## config.mk

```make
export PLATFORM = sky130hd
export DESIGN_NAME = adc_mux_sequencer
export DESIGN_NICKNAME = d
export VERILOG_FILES = /design/src/rtl/adc_seq_pkg.sv /design/src/rtl/adc_inclk_div.sv /design/src/rtl/adc_mux_sequencer.sv
export SDC_FILE = /design/constraint.sdc
export NUM_CORES = 1
export LEC_CHECK = 0
export ABC_AREA = 1
export BUFFER_PORTS_ARGS = -buffer_cell sky130_fd_sc_hd__buf_2
export CORE_ASPECT_RATIO = 1.75
export CORE_MARGIN = 4
export CORE_UTILIZATION = 49
export CTS_CLUSTER_DIAMETER = 200
export DETAILED_ROUTE_END_ITERATION = 10
export GPL_TIMING_DRIVEN = 0
export PLACE_DENSITY = 0.69
export SLEW_MARGIN = 20
export SYNTH_ARGS = -nofsm -noshare
export SYNTH_HDL_FRONTEND = slang
export SYNTH_HIERARCHICAL = 1
export SYNTH_SLANG_ARGS = --single-unit
```

## constraint.sdc

```tcl
create_clock -name clk_100 -period 2.28 [get_ports clk_100]
set_input_delay 0.228 -clock clk_100 [delete_from_list [all_inputs] [get_ports clk_100]]
set_output_delay 0.228 -clock clk_100 [all_outputs]
set_load 0.02 [all_outputs]
```

## src/rtl/adc_seq_pkg.sv

```systemverilog
// adc_seq_pkg
//   Shared definitions for the ADC MUX sequencer slice: the one-hot state
//   encoding, default timing constants and small elaboration-time helpers
//   used to size counters.
package adc_seq_pkg;

  typedef enum logic [6:0] {
    S_IDLE  = 7'b0000001,
    S_MUX   = 7'b0000010,
    S_LEAD  = 7'b0000100,
    S_CP_HI = 7'b0001000,
    S_CP_LO = 7'b0010000,
    S_GAP   = 7'b0100000,
    S_HOLD  = 7'b1000000
  } state_t;

  localparam int unsigned DEF_COL_NUM     = 43;
  localparam int unsigned DEF_ROW_NUM     = 320;
  localparam int unsigned DEF_CP_HIGH     = 20;
  localparam int unsigned DEF_CP_LOW      = 20;
  localparam int unsigned DEF_MUX_LEAD    = 2;
  localparam int unsigned DEF_ROW_GAP     = 16;
  localparam int unsigned DEF_ADC_DIV     = 2;
  localparam int unsigned DEF_ACK_TIMEOUT = 1024;

  // Number of bits needed to count 0..v-1, never less than 1.
  function automatic int unsigned clog2_min1(input int unsigned v);
    int unsigned r;
    r = 1;
    for (int unsigned i = 1; i < 32; i++) begin
      if ((32'd1 << i) < v) r = i + 1;
    end
    return r;
  endfunction

  function automatic int unsigned max_u(input int unsigned a, input int unsigned b);
    return (a > b) ? a : b;
  endfunction

endpackage

```

## src/rtl/adc_inclk_div.sv

```systemverilog
// adc_inclk_div
//   Free-running ADC input clock generator. ADC_INCLK toggles every ADC_DIV
//   clk_100 cycles, giving a 50% duty clock of period 2*ADC_DIV. It starts
//   low and runs from reset release regardless of sequencer activity.
// Ports:
//   clk_100   in   system clock
//   rst       in   asynchronous reset, active-high
//   ADC_INCLK out  divided clock (registered)
module adc_inclk_div
  import adc_seq_pkg::*;
#(
  parameter int unsigned ADC_DIV = DEF_ADC_DIV
) (
  input  logic clk_100,
  input  logic rst,
  output logic ADC_INCLK
);

  localparam int unsigned     DIV_W    = clog2_min1(ADC_DIV);
  localparam logic [DIV_W-1:0] DIV_LAST = DIV_W'(ADC_DIV - 1);

  logic [DIV_W-1:0] div_cnt;

  always_ff @(posedge clk_100 or posedge rst) begin
    if (rst) begin
      div_cnt   <= '0;
      ADC_INCLK <= 1'b0;
    end else if (div_cnt == DIV_LAST) begin
      div_cnt   <= '0;
      ADC_INCLK <= ~ADC_INCLK;
    end else begin
      div_cnt   <= div_cnt + 1'b1;
    end
  end

endmodule

```

## src/rtl/adc_mux_sequencer.sv

```systemverilog
// adc_mux_sequencer
//   Row/column timing generator for the ADC readout stage. Each row starts
//   with a one-cycle MUX_START, followed after MUX_LEAD cycles by COL_NUM
//   CP_MUX_IN pulses. Every pulse stays high for at least CP_HIGH cycles and
//   until the readout stage acknowledges the column on col_save. Rows are
//   held back while the RAM FIFO reports full. ADC_INCLK runs continuously.
// Ports:
//   clk_100     in   system clock
//   rst         in   asynchronous reset, active-high
//   en          in   sequencer enable (needed to start; low aborts at row end)
//   frame_start in   one-cycle frame start request, honoured only when idle
//   col_save    in   column-saved acknowledge
//   fifo_full   in   RAM FIFO full, checked only between rows
//   err_clr     in   clears timeout_err
//   MUX_START   out  row start pulse
//   CP_MUX_IN   out  column pulse
//   ADC_INCLK   out  ADC input clock
//   busy        out  high while a frame is in progress
//   frame_done  out  one-cycle pulse on normal frame completion
//   row_idx     out  current row
//   col_idx     out  current column
//   timeout_err out  sticky acknowledge-timeout flag
module adc_mux_sequencer
  import adc_seq_pkg::*;
#(
  parameter int unsigned COL_NUM     = DEF_COL_NUM,
  parameter int unsigned ROW_NUM     = DEF_ROW_NUM,
  parameter int unsigned CP_HIGH     = DEF_CP_HIGH,
  parameter int unsigned CP_LOW      = DEF_CP_LOW,
  parameter int unsigned MUX_LEAD    = DEF_MUX_LEAD,
  parameter int unsigned ROW_GAP     = DEF_ROW_GAP,
  parameter int unsigned ADC_DIV     = DEF_ADC_DIV,
  parameter int unsigned ACK_TIMEOUT = DEF_ACK_TIMEOUT
) (
  input  logic        clk_100,
  input  logic        rst,
  input  logic        en,
  input  logic        frame_start,
  input  logic        col_save,
  input  logic        fifo_full,
  input  logic        err_clr,
  output logic        MUX_START,
  output logic        CP_MUX_IN,
  output logic        ADC_INCLK,
  output logic        busy,
  output logic        frame_done,
  output logic [15:0] row_idx,
  output logic [7:0]  col_idx,
  output logic        timeout_err
);

  // One shared phase counter serves every timed state; it is sized for the
  // longest interval it must count.
  localparam int unsigned MAX_T = max_u(max_u(max_u(MUX_LEAD, ROW_GAP),
                                              max_u(CP_HIGH, CP_LOW)),
                                        ACK_TIMEOUT);
  localparam int unsigned CNT_W = clog2_min1(MAX_T);

  localparam logic [CNT_W-1:0] LEAD_LAST = CNT_W'(MUX_LEAD - 1);
  localparam logic [CNT_W-1:0] HI_MIN    = CNT_W'(CP_HIGH - 1);
  localparam logic [CNT_W-1:0] LO_LAST   = CNT_W'(CP_LOW - 1);
  localparam logic [CNT_W-1:0] GAP_LAST  = CNT_W'(ROW_GAP - 1);
  localparam logic [CNT_W-1:0] TMO_LAST  = CNT_W'(ACK_TIMEOUT - 1);
  localparam logic [7:0]       COL_LAST  = 8'(COL_NUM - 1);
  localparam logic [15:0]      ROW_LAST  = 16'(ROW_NUM - 1);

  state_t           state;
  logic [CNT_W-1:0] cnt;
  logic             ack_seen;
  logic             abort_flag;
  logic             ack_now;

  // Acknowledge either remembered from earlier in this pulse or arriving now.
  assign ack_now = ack_seen | col_save;

  adc_inclk_div #(
    .ADC_DIV (ADC_DIV)
  ) u_inclk_div (
    .clk_100   (clk_100),
    .rst       (rst),
    .ADC_INCLK (ADC_INCLK)
  );

  always_ff @(posedge clk_100 or posedge rst) begin
    if (rst) begin
      state       <= S_IDLE;
      cnt         <= '0;
      ack_seen    <= 1'b0;
      abort_flag  <= 1'b0;
      MUX_START   <= 1'b0;
      CP_MUX_IN   <= 1'b0;
      busy        <= 1'b0;
      frame_done  <= 1'b0;
      row_idx     <= '0;
      col_idx     <= '0;
      timeout_err <= 1'b0;
    end else begin
      MUX_START  <= 1'b0;
      frame_done <= 1'b0;
      cnt        <= cnt + 1'b1;

      // A timeout set later in this block overrides the clear.
      if (err_clr) timeout_err <= 1'b0;

      // Dropping en only marks the frame; the row in flight still finishes.
      if ((state != S_IDLE) && !en) abort_flag <= 1'b1;

      case (state)
        S_IDLE: begin
          cnt <= '0;
          if (frame_start && en) begin
            state      <= S_HOLD;
            busy       <= 1'b1;
            row_idx    <= '0;
            col_idx    <= '0;
            abort_flag <= 1'b0;
          end
        end

        S_HOLD: begin
          cnt <= '0;
          if (!fifo_full) begin
            state     <= S_MUX;
            MUX_START <= 1'b1;
          end
        end

        S_MUX: begin
          state <= S_LEAD;
          cnt   <= '0;
        end

        S_LEAD: begin
          if (cnt == LEAD_LAST) begin
            state     <= S_CP_HI;
            CP_MUX_IN <= 1'b1;
            ack_seen  <= 1'b0;
            cnt       <= '0;
          end
        end

        S_CP_HI: begin
          if (col_save) ack_seen <= 1'b1;
          if ((cnt >= HI_MIN) && ack_now) begin
            state     <= S_CP_LO;
            CP_MUX_IN <= 1'b0;
            cnt       <= '0;
          end else if (cnt == TMO_LAST) begin
            // Readout never answered: give up on the frame entirely.
            state       <= S_IDLE;
            CP_MUX_IN   <= 1'b0;
            busy        <= 1'b0;
            timeout_err <= 1'b1;
            cnt         <= '0;
          end
        end

        S_CP_LO: begin
          if (cnt == LO_LAST) begin
            cnt <= '0;
            if (col_idx < COL_LAST) begin
              col_idx   <= col_idx + 1'b1;
              state     <= S_CP_HI;
              CP_MUX_IN <= 1'b1;
              ack_seen  <= 1'b0;
            end else begin
              state <= S_GAP;
            end
          end
        end

        S_GAP: begin
          if (cnt == GAP_LAST) begin
            cnt <= '0;
            if (abort_flag) begin
              state <= S_IDLE;
              busy  <= 1'b0;
            end else if (row_idx == ROW_LAST) begin
              state      <= S_IDLE;
              busy       <= 1'b0;
              frame_done <= 1'b1;
            end else begin
              row_idx <= row_idx + 1'b1;
              col_idx <= '0;
              state   <= S_HOLD;
            end
          end
        end

        default: begin
          state     <= S_IDLE;
          busy      <= 1'b0;
          CP_MUX_IN <= 1'b0;
          cnt       <= '0;
        end
      endcase
    end
  end

endmodule
```

# Word level (Yosys, flattened, before mapping)
# Index checks and enable logic that the tools add are counted.
dict set report word_totals {
  in_bits 7
  word_cells 124
  output_inout_bits 30
  reg_bits 50
}
dict set report classes {
  n_addsub 4
  n_bitwise 4
  order_cmp 2
  n_reduce_logical 15
  n_mux 60
  eq_ne 26
}
# cell n
set op_table {}
lappend op_table {{two-way mux 16 bit} 4}
lappend op_table {{two-way mux 7 bit} 9}
lappend op_table {{two-way mux 10 bit} 5}
lappend op_table {{case mux 7 bit (7 select lines)} 1}
lappend op_table {{two-way mux 8 bit} 6}
lappend op_table {{case mux 10 bit (4 select lines)} 1}
lappend op_table {{case mux 16 bit (2 select lines)} 1}
lappend op_table {{two-way mux 1 bit} 28}
lappend op_table {{case mux 8 bit (3 select lines)} 1}
lappend op_table {{inequality test 2 bit, second input constant} 11}
lappend op_table {{adder 16 x 1 -> 16 bit, second input constant} 1}
lappend op_table {{equality test 16 x 9 -> 1 bit, second input constant} 1}
lappend op_table {{AND reduction 5 bit} 3}
lappend op_table {{AND reduction 6 bit} 2}
lappend op_table {{adder 10 x 1 -> 10 bit, second input constant} 1}
lappend op_table {{equality test 10 x 1 -> 1 bit, second input constant} 1}
lappend op_table {{equality test 10 bit, second input constant} 1}
lappend op_table {{equality test 10 x 4 -> 1 bit, second input constant} 1}
lappend op_table {{equality test 10 x 5 -> 1 bit, second input constant} 1}
lappend op_table {{>= comparator 10 x 5 -> 1 bit, second input constant} 1}
lappend op_table {{adder 8 x 1 -> 8 bit, second input constant} 1}
lappend op_table {{less-than comparator 8 x 6 -> 1 bit, second input constant} 1}
lappend op_table {{case mux 1 bit (4 select lines)} 2}
lappend op_table {{OR reduction 4 bit} 2}
lappend op_table {{19 further kinds} 25}

# Logic depth before layout (Yosys ltp)
dict set report logic_depth {
  depth_word 5
  depth_mapped 11
  depth_no_buf 11
}

# Modules after synthesis
# The synthesis kept the hierarchy.
# mod area_per_inst_um2 cells_each instances
set modules_own_cells {}
lappend modules_own_cells {adc_mux_sequencer 3086.7 426 1}
lappend modules_own_cells {adc_inclk_div 75.1 8 1}

# Worst setup path after synthesis
# No wires, ideal clock.
dict set report synth_timing {
  path_type {register to register}
  start {reg row_idx[0]}
  end {reg col_idx[6]}
  path_buffers 0
  setup_time_ns 0.071
  period_less_slack_ns 1.655
  setup_slack_ns 0.625
  arrival_time_ns 1.584
  stages_incl_launch_ff 10
  path_cell_list {dfrtp_1 ha_1 nand3_1 nor2_1 nand2_1 nand2_1 nand2_1 nand2_2 inv_2 nor2_1}
}
dict set report synth_between {
  elab_chain_len 3
}
# element line
set synth_lines {}
lappend synth_lines {{from (decl)} adc_mux_sequencer.sv:47} ;# output logic [15:0] row_idx,
lappend synth_lines {{from (signal assigned)} adc_mux_sequencer.sv:183} ;# row_idx <= row_idx + 1'b1;
lappend synth_lines {{equality test 16 x 9 -> 1 bit} adc_mux_sequencer.sv:178} ;# end else if (row_idx == ROW_LAST) begin
lappend synth_lines {{inequality test 2 bit (no line)} n/a}
lappend synth_lines {{AND reduction 7 bit (no line)} n/a}
lappend synth_lines {{to (signal assigned)} adc_mux_sequencer.sv:162} ;# col_idx <= col_idx + 1'b1;
lappend synth_lines {{to (decl)} adc_mux_sequencer.sv:48} ;# output logic [7:0] col_idx,
# No other way between the ends.
# A chain may end at the register's enable or synchronous reset.

# Worst setup path in the final report
dict set report layout_timing {
  start {reg row_idx[0]}
  end {reg col_idx[4]}
}
# The elaborated chain is that of the path after synthesis.

==> reports/results.txt <==
Final Max Slew Viols: 0
switching pwr: 0.00102 W
Post-synth EDFFs: 0
Worst setup EP type: flop
hold path cells: 2
Routed Antenna Nets: 0
antenna violations before repair: 0
Synth async-reset ratio: 100%
post-synthesis cell count: 434
Distinct cells, synth: 29
total power: 0.00252 W
period utilization: 82.7%
total grt overflow: 0
kind of critical path: flop to flop
Worst Path Required: 2.53 ns
first-pass GRT wire length: 12500 µm
CTS tree: built
die height: 114 µm
worst slew pin tran: 0.471 ns
power per cell area: 706 nW/µm²
vias: 2856
sequential-to-total area share from yosys stat: 39.6%
TritonCTS Sinks: 50
Skew-Pair Late Insertion Delay: 0.31 ns
Critical Path Most Common Cell: nand2_1
crit-path max cell delay: 0.42 ns
Syn Nets: 445
number of synthesized register bits: 50
worst hold path type: input port to flop
ranking of synthesized cells by area: dfrtp_1 39%, nand2_1 14%, nor2_1 8.3%, nand3_1 6.0%, inv_1 5.3%
Sw Share: 40.6%
CP arrival: 2.14 ns
Crit path buffers/inverters: 0
Comb power frac: 37.9%
DP HPWL: 5930 µm
CTS H-tree depth: 2
crit path time final: 1.89 ns
all-layer global routing usage: 20.8%
area of the multi-input gates: 1670 µm²
DIE AREA: 7850 µm²
Yosys top cell area share: 38.8%
endpoints failing setup: 0
post-CTS resize count: 0
Internal: 0.00150 W
Via density: 5.10
synth cell count leaders: 122 x nand2_1, 70 x nor2_1, 49 x dfrtp_1
dpl cell area: 3460 µm²
postcts setup bufs: 0
post-synthesis compound-gate area fraction: 4.63%
Layout fillers: 616
clk slew on worst S/H paths: 0.09 ns
Simple-Gate Fraction of Synth Area: 41.6%
cts bufs inserted: 5
multiplexer share of the synthesized area: 0%
layout cell share with drive strength beyond 1: 18.1%
DR pass1 iterations: 4
Worst VDD drop: 537 µV
Seq pwr share: 40.5%
Synth Flop Type: dfrtp_1
adder-cell share of the synthesized area: 1.58%
setup TNS: 0 ns
mapped cell area: 3160 µm²
n_diodes: 0
CTS max path bufs: 2
Ys Warns: 6
main combinational cell family by area after synthesis: simple AND/OR/NAND/NOR gates
IO Port Bufs: 36
area grow syn2layout: 12.7%
max cap viols: 0
root buf cell: clkbuf_8
Post-CTS Hold Fix Bufs: 1
Critical R2R Capture: col_idx[4]
register area: 1250 µm²
Critical-path top delay cell: dfrtp_1
Crit Path Max Fanout: 7
Hold Crit Endpoint: MUX_START
gpl congestion: 0.912
Leak: 1.81 nW
vias in the first global route: 2777
final wirelength: 7450 µm
fmax: 0.530 GHz
final hold violation count: 0
Critical Path Start Type: flop
nets: 490
hold_sp: fifo_full
status: complete, no violations
RSZ-0062 raised after global routing: no
Initial DRC Count: 153
Reg2Reg Setup Slack: 0.39 ns
std cell rows: 38
crit-path leading delay family: simple AND/OR/NAND/NOR gates
DRC viols: 0
crit-path cells: ha_1 -> nand3_1 -> nor2_1 -> nand2_1 -> nand2_1 -> nand2_1 -> nand2_2 -> nand2_1 -> nand2_1
clock power share: 21.6%
top-count cell post-synth: nand2_1
cell area after layout: 3560 µm²
largest net degree at the start of global routing: 33
largest area contributor in the netlist: dfrtp_1
IO Pins: 37
Die X: 68.7 µm
clk_skew: 0.00875 ns
Initial Util: 50.8%
Reg-to-Reg Start: row_idx[0]
Synth Area in XOR/XNOR: 4.99%
core area: 6230 µm²
Slew HR: 68.3%
R2R cell count: 9
wire per inst: 13.3 µm
Mean Syn Cell Area: 7.29 µm²
[stage by stage]
| stage | util [%] | std cells | hold slack (ns) | setup slack (ns) |
|---|---|---|---|---|
| after floorplan | - | 434 | -0.0308 | 0.625 |
| after global routing | 57.2 | 560 | 0.0947 | 0.196 |
| final | 57.2 | 560 | 0.0796 | 0.394 |
| after detailed placement | 55.6 | 551 | 0.0979 | 0.393 |
| after CTS | 57.2 | 560 | 0.0718 | 0.377 |
| after global placement | 55.3 | 550 | 0.0844 | 0.190 |
[sequential cells by signal (all words and copies together), names as in the netlist]
name                   count
busy                       1
row_idx                   16
timeout_err                1
frame_done                 1
state                      7
u_inclk_div/div_cnt        1
ack_seen                   1
cnt                       10
col_idx                    8
MUX_START                  1
u_inclk_div/ADC_INCLK      1
abort_flag                 1
CP_MUX_IN                  1
[layout by cell type, fill, tap and decap left out, types with 7 or more instances in the layout]
master,count
inv_1,44
o21ai_0,19
nand4_1,7
buf_2,39
nor2_1,70
o21ai_1,7
nand2_1,122
nand2_2,7
nand3_1,38
dfrtp_1,49
nor2_4,15
xor2_1,13
[how the worst max path moves through the flow]
| stage | from | endpoint | slack (ns) | cells past startpoint |
|---|---|---|---|---|
| 2_1_floorplan | row_idx[0] | col_idx[6] | 0.62 | 9 |
| 3_3_place_gp | rst | col_idx[3] | 0.19 | 2 |
| 3_5_place_dp | row_idx[0] | col_idx[4] | 0.39 | 9 |
| 4_1_cts | row_idx[0] | col_idx[4] | 0.38 | 9 |
| 5_1_grt | row_idx[0] | col_idx[7] | 0.20 | 9 |
| 6_report | row_idx[0] | col_idx[4] | 0.39 | 9 |
[area by class of cell]
cell class	instances	area share, %
multi-input combinational	329	46.8
sequential	50	35.1
timing repair buffer	38	5.90
inverter	49	5.16
tap	80	2.81
clock buffer	7	2.42
buffer	6	1.62
clock inverter	1	0.140
[power groups by stage]
stage,sequential [W],clock [W],combinational [W]
final,0.00102,0.000543,0.000954
after global routing,0.00103,0.000593,0.00107
after CTS,0.00102,0.000563,0.000963
after detailed placement,0.00104,0,0.000958
after global placement,0.00103,0,0.000931
after floorplan,0.00104,0,0.000721
[worst reg2reg max path, stage by stage (launching register included)]
cell and delay, ns:
dfrtp_1 0.42, ha_1 0.24, nand3_1 0.18, nor2_1 0.26, nand2_1 0.13, nand2_1 0.07, nand2_1 0.16, nand2_2 0.21
nand2_1 0.08, nand2_1 0.06
[cells by family (layout without fill, tap and decap cells)]
logic type,after synthesis,in the layout
simple gates,278,278
buf+inv,55,101
flops,50,50
compound gates,29,29
xor+xnor,18,18
fa+ha+maj,4,4
[routing by layer]
layer | up-vias | track usage [%] | wire, µm
li1 | 1449 | - | -
met2 | 65 | 40.2 | 4300
met1 | 1326 | 21.0 | 2700
met4 | 0 | 8.20 | 201
met5 | - | 0 | 0
met3 | 16 | 3.05 | 250
Power figures use the tool's default switching activity.
